[src/rtl/alu_pipe.sv]
// ---------------------------------------------------------------------------
// alu_pipe -- two-stage pipelined ALU with valid/ready handshakes.
//
// Stage 1 captures operands and opcode. Stage 2 computes the result and
// registers it with its flags. Latency is 2 cycles and throughput is
// 1 op/cycle. Backpressure from out_ready stalls stage 2 first, then
// stage 1, then in_ready drops.
//
// Optional feature (macro ALU_PIPE_ADC_EN): an internal carry register
// c_reg, updated by ADD/SUB/ADC, that enables opcode 110 = ADC. When the
// macro is undefined, opcode 110 is invalid.
//
// Ports:
//   clk        rising-edge clock
//   rst_n      asynchronous active-low reset
//   in_valid   operand/opcode valid
//   in_ready   block can accept this cycle (combinational)
//   a, b       operands (WIDTH bits)
//   sel        opcode (3 bits)
//   out_valid  result valid
//   out_ready  consumer accepts result
//   result     registered result (WIDTH bits)
//   carry_out  registered carry / not-borrow
//   overflow   registered signed overflow
//   zero       registered, result == 0
//   err        registered, invalid opcode
// ---------------------------------------------------------------------------
module alu_pipe #(
  parameter int WIDTH = 8
) (
  input  logic             clk,
  input  logic             rst_n,
  input  logic             in_valid,
  output logic             in_ready,
  input  logic [WIDTH-1:0] a,
  input  logic [WIDTH-1:0] b,
  input  logic [2:0]       sel,
  output logic             out_valid,
  input  logic             out_ready,
  output logic [WIDTH-1:0] result,
  output logic             carry_out,
  output logic             overflow,
  output logic             zero,
  output logic             err
);

  localparam int MSB = WIDTH - 1;

  typedef enum logic [2:0] {
    OP_ADD = 3'b000,
    OP_SUB = 3'b001,
    OP_AND = 3'b010,
    OP_OR  = 3'b011,
    OP_NOT = 3'b100,
    OP_XOR = 3'b101,
    OP_ADC = 3'b110,
    OP_INV = 3'b111
  } op_e;

  // Stage-1 registers
  logic             s1_valid;
  logic [WIDTH-1:0] s1_a;
  logic [WIDTH-1:0] s1_b;
  op_e              s1_sel;

  logic s1_adv;
  logic accept;

`ifdef ALU_PIPE_ADC_EN
  logic c_reg;
`endif

  // Stage 1 moves forward whenever stage 2 is empty or being drained.
  assign s1_adv   = s1_valid && (!out_valid || out_ready);
  assign in_ready = !s1_valid || s1_adv;
  assign accept   = in_valid && in_ready;

  // ---------------------------------------------------------------------
  // Stage 1: valid bit (reset) and data (no reset)
  // ---------------------------------------------------------------------
  // NOTE: sequential state uses non-blocking assignments so every register
  // samples pre-edge values, independent of block ordering.
  always_ff @(posedge clk or negedge rst_n) begin
    if (!rst_n) begin
      s1_valid <= 1'b0;
    end else if (accept) begin
      s1_valid <= 1'b1;
    end else if (s1_adv) begin
      s1_valid <= 1'b0;
    end
  end

  // NOTE: the data registers carry no reset; they are only observed when
  // s1_valid is set, so resetting them would cost routing for no benefit.
  always_ff @(posedge clk) begin
    if (accept) begin
      s1_a   <= a;
      s1_b   <= b;
      s1_sel <= op_e'(sel);
    end
  end

  // ---------------------------------------------------------------------
  // Execute (combinational from stage-1 registers)
  // ---------------------------------------------------------------------
  logic [WIDTH-1:0] b_op;
  logic             cin;
  logic             arith;
  logic [WIDTH:0]   sum;
  logic [WIDTH-1:0] nx_result;
  logic             nx_carry;
  logic             nx_ovf;
  logic             nx_err;

  // NOTE: every output of this block gets a default first, so no path
  // through the case leaves a value unassigned and no latch is inferred.
  always_comb begin
    b_op      = s1_b;
    cin       = 1'b0;
    arith     = 1'b0;
    nx_result = '0;
    nx_carry  = 1'b0;
    nx_ovf    = 1'b0;
    nx_err    = 1'b0;

    unique case (s1_sel)
      OP_ADD: arith = 1'b1;
      OP_SUB: begin
        // a - b as a + ~b + 1, so carry is the not-borrow
        arith = 1'b1;
        b_op  = ~s1_b;
        cin   = 1'b1;
      end
      OP_AND: nx_result = s1_a & s1_b;
      OP_OR:  nx_result = s1_a | s1_b;
      OP_NOT: nx_result = ~s1_a;
      OP_XOR: nx_result = s1_a ^ s1_b;
`ifdef ALU_PIPE_ADC_EN
      OP_ADC: begin
        arith = 1'b1;
        cin   = c_reg;
      end
`endif
      default: nx_err = 1'b1;
    endcase

    sum = {1'b0, s1_a} + {1'b0, b_op} + {{WIDTH{1'b0}}, cin};

    if (arith) begin
      nx_result = sum[MSB:0];
      nx_carry  = sum[WIDTH];
      // Same rule covers ADD/ADC and SUB because b_op is already inverted
      // for SUB: effective operand signs equal, result sign differs.
      nx_ovf    = (s1_a[MSB] == b_op[MSB]) && (sum[MSB] != s1_a[MSB]);
    end
  end

  // ---------------------------------------------------------------------
  // Stage 2: result and flags
  // ---------------------------------------------------------------------
  always_ff @(posedge clk or negedge rst_n) begin
    if (!rst_n) begin
      out_valid <= 1'b0;
      result    <= '0;
      carry_out <= 1'b0;
      overflow  <= 1'b0;
      zero      <= 1'b0;
      err       <= 1'b0;
    end else if (s1_adv) begin
      out_valid <= 1'b1;
      result    <= nx_result;
      carry_out <= nx_carry;
      overflow  <= nx_ovf;
      zero      <= (nx_result == '0);
      err       <= nx_err;
    end else if (out_ready) begin
      out_valid <= 1'b0;
    end
  end

`ifdef ALU_PIPE_ADC_EN
  // Carry chain register: follows arithmetic ops only, so ADD -> AND -> ADC
  // still consumes the ADD carry.
  always_ff @(posedge clk or negedge rst_n) begin
    if (!rst_n) begin
      c_reg <= 1'b0;
    end else if (s1_adv && arith) begin
      c_reg <= nx_carry;
    end
  end
`endif

endmodule

[config.mk]
export PLATFORM = sky130hd
export DESIGN_NAME = alu_pipe
export DESIGN_NICKNAME = d
export VERILOG_FILES = /design/src/rtl/alu_pipe.sv
export SDC_FILE = /design/constraint.sdc
export NUM_CORES = 1
export LEC_CHECK = 0
export CAP_MARGIN = 10
export CORE_MARGIN = 3
export CORE_UTILIZATION = 54
export CTS_BUF_LIST = sky130_fd_sc_hd__clkbuf_16
export DETAILED_ROUTE_END_ITERATION = 8
export PLACE_DENSITY = 0.91
export SLEW_MARGIN = 20
export SYNTH_ARGS = -nofsm -noshare
export SYNTH_HDL_FRONTEND = slang
export SYNTH_SLANG_ARGS = --single-unit
[constraint.sdc]
create_clock -name clk -period 7.75 [get_ports clk]
set_input_delay 1.55 -clock clk [delete_from_list [all_inputs] [get_ports clk]]
set_output_delay 1.55 -clock clk [all_outputs]
set_load 0.01 [all_outputs]
After elaboration in Yosys (flattened, before gate mapping)
Cells that the tools add are included.
- output and inout port bits: 14
- logic and storage cells: 49
- register bits: 33
- multiplexer cells: 12
- reductions and logical operators: 13
- equal/unequal tests: 7
- bitwise logic cells: 5
- add/subtract/negate cells: 2
- operators with widths (kind ; number):
    8-bit case mux with 4 select lines ; 1
    8-bit two-way mux ; 2
    8-bit NOT ; 2
    8-bit by 8-bit adder with 9-bit output ; 1
    9-bit by 1-bit adder with 9-bit output ; 1
    1-bit two-way mux ; 9
    8-bit AND ; 1
    8-bit logical NOT ; 1
    8-bit OR ; 1
    8-bit bitwise XOR ; 1
    3-bit by 2-bit equality test with 1-bit output, second input constant ; 2
    3-bit equality test, second input constant ; 2
    6-bit OR reduction ; 1
    2-bit nonzero test ; 2
    3-bit by 1-bit equality test with 1-bit output, second input constant ; 1
    1-bit logical AND ; 3
    3-bit logical NOT ; 1
    1-bit logical NOT ; 2
    1-bit logical OR ; 2
    2-bit OR reduction ; 1
    1-bit equality test ; 1
    1-bit != test ; 1

Logic depth before layout (Yosys ltp)
- depth after elaboration: 7
- mapped depth: 10
- mapped depth without buffers: 9

Least setup slack after synthesis
Ideal clock, no wire load.
- path kind: input -> output
- start: input out_ready
- end: output in_ready
- stages on the path: 1
- required time: 6.200 ns
- buffers on the path: 0
- setup slack: 4.441 ns
- arrival: 1.759 ns
- path through: nand3b_1
- longest elaborated chain between the ends: 3
- ends and longest elaborated chain (element ; line ; source):
    start: declaration ; 39 ; input logic out_ready,
    1-bit logical OR ; 74 ; assign s1_adv = s1_valid && (!out_valid || out_ready);
    1-bit logical AND ; 74 ;
    1-bit logical OR ; 75 ; assign in_ready = !s1_valid || s1_adv;
    end: declaration ; 34 ; output logic in_ready,
No other way between the ends.

Final worst setup path
Ends and elaborated chain as after synthesis.

==> run summary <==
Status - finished clean
Crit. Startpoint - out_ready
# hold bufs at CTS - 0
Synth async-reset ratio - 0.424
GPL Wtd Cong - 0.953
Largest net degree at the start of global routing - 30
Crit-path cells - clkdlybuf4s50_1 > nand3b_1 > clkdlybuf4s50_1
Seq/Total Area, Yosys - 0.422
Most frequent cells in the layout - clkdlybuf4s50_1, ha_1, inv_1
# fillers - 295
Initial antenna violation count - 0
RSZ-0062 raised after global routing - false
Seq. cell area - 921 um^2
Synth Warn # - 0
WL final - 4290 um
First-pass GRT wire length - 7300 um
Worst-case clock buffer depth - 2
Most used cell, CP - clkdlybuf4s50_1
Final layout net count - 296
Main synth FF type - edfxtp_1
Crit path largest cell delay - 0.55 ns
Setup Buffers After CTS - 0
Clock period minus worst slack - 4.27 ns
Final Hold Viols - 0
Vias/cell - 5.63
Mean post-synth cell area - 10.4 um^2
DRT antenna net count - 0
Pwr dens - 203 mW/mm^2
Vias in the first global route - 1634
EDFF count, synth - 19
Worst Hold Class - register to register
Total gr overflow - 0
Post-Route Utilization - 0.717
# clock sinks - 33
Input/output buffers - 36
Synth Register Bits - 33
Chip width - 69.6 um
Synthesized area - 0.00218 mm^2
Avg WL per Cell - 14.6 um
GRT Overall Usage - 0.192
Die ar. - 0.00484 mm^2
DRT iter0 DRCs - 96
Mapped Cells - 210
CP Launch Type - input pin
Core Rows - 22
Share of cells above drive strength 1 - 0.0607
Crit Path Class - input pin to output pin
I/O pin count - 37
Setup violators final - 0
Synth unique cells - 48
CORE AREA - 0.00377 mm^2
Worst-skew pair later-pin latency - 0.28 ns
Critical Path RT - 6.20 ns
Crit. End Element - output pin
Multi-input logic area - 0.00114 mm^2
Root buffer cell - clkbuf_16
Setup TNS - 0 ns
Crit Path Max Fanout - 3
Antenna cell count - 0
Most common cell after layout, fill and taps aside - clkdlybuf4s50_1
Worst Clk Skew - 0.00516 ns
Tcrit/Tclk final - 0.550
Initial Utilization - 0.578
CTS Buf Count - 5
# DRC - 0
Die height - 69.6 um
Min-Delay Startpoint - result[0]
Cts repair resizes - 0
Via Count - 1660
Max-cap violations - 0
H-tree depth - 2
Slew @ Worst Pin - 0.915 ns
R2R Path Start - s1_sel[0]
Max Freq - 234 MHz
Detail Placement HPWL - 3290 um
DRT Pass-1 Iters - 4
Leakage - 0.00117 uW
Max-Slew Margin vs Limit - 0.390
Fin. max-slew vios - 0
Crit-path slowest cell - clkdlybuf4s50_1
Worst ir drop on vdd - 0.164 mV
CTS tree - done
CP Data Arrival Time - 2.72 ns
Area Growth Syn to Fin - 23.9%
Clock slew at reported path FFs - 0.05 ns
Net Count, Synth - 260
-- synth_stat cells, drive strengths merged, types with 5 or more instances --
cell | number | area [um^2]
nand2 | 21 | 78.8
nand2b | 5 | 31.3
edfxtp | 19 | 571
a21oi | 7 | 35.0
dfrtp | 14 | 350
nor2b | 5 | 31.3
mux2 | 5 | 56.3
xnor2 | 9 | 78.8
buf | 5 | 28.8
nor2 | 12 | 47.6
inv | 22 | 82.6
o21ai | 14 | 70.1
ha | 26 | 325
-- power by group --
part	switching [uW]	total (uW)	internal, uW
clock	67.8	184	116
sequential	16.3	224	208
combinational	68.2	141	72.9
total	152	549	396
-- logic make-up (layout without fill, tap and decap cells) --
logic type | count (synthesis) | in the layout | share of synthesized area
adder cells (fa/ha/maj) | 27 | 27 | 0.158
XOR/XNOR | 12 | 12 | 0.0482
AO/OA/AOI/OAI | 44 | 44 | 0.139
flip-flops | 33 | 33 | 0.422
multiplexers | 9 | 9 | 0.0442
AND/OR/NAND/NOR | 56 | 56 | 0.133
buffers and inverters | 29 | 66 | 0.0545
-- metal layers --
| layer | up-vias | global-route usage | share of wire |
|---|---|---|---|
| li1 | 812 | - | - |
| met1 | 789 | 0.214 | 0.42 |
| met2 | 53 | 0.335 | 0.52 |
| met3 | 6 | 0.0681 | 0.054 |
| met4 | 0 | 0.0716 | 0.015 |
| met5 | - | 0 | 0 |
-- worst paths after layout --
kind	end	slack [ns]	cells after the start
max in group asynchronous	result[5]	5.72	1
worst min-delay path	result[0]	0.47	2
worst max register to register	zero	3.97	9
min in group asynchronous	result[6]	1.65	1
worst min register to register	result[0]	0.47	2
worst max-delay path	in_ready	3.48	3
-- metrics by stage --
stage          power [uW]  instances  area (um^2)  worst slack (ns)  hold WS, ns
2_1_floorplan         309        210         2180              4.44        0.471
3_3_place_gp          359        287         2560              3.49        0.464
3_5_place_dp          367        287         2560              3.49        0.466
4_1_cts               553        295         2700              3.49        0.477
5_1_grt               577        295         2700              3.43        0.512
6_report              549        295         2700              3.48        0.472
-- worst max-delay path: cells and delay by family --
kind | cells | cell delay, ns
simple gates | 1 | 0.15
buf+inv | 2 | 1.01
-- registers in the layout, indices dropped and copies added (netlist names) --
register and count:
carry_out 1, zero 1, s1_valid 1, out_valid 1, err 1, result 8, s1_b 8, overflow 1
s1_a 8, s1_sel 3
-- final cells by class --
type / count / share of cell area
Multi-Input combinational cell: 148 / 0.422
Sequential cell: 33 / 0.341
Timing Repair Buffer: 36 / 0.133
Clock buffer: 5 / 0.0463
Inverter: 22 / 0.0306
Tap cell: 48 / 0.0222
Clock inverter: 3 / 0.00463
No activity file was read; power rests on OpenSTA's default activity.
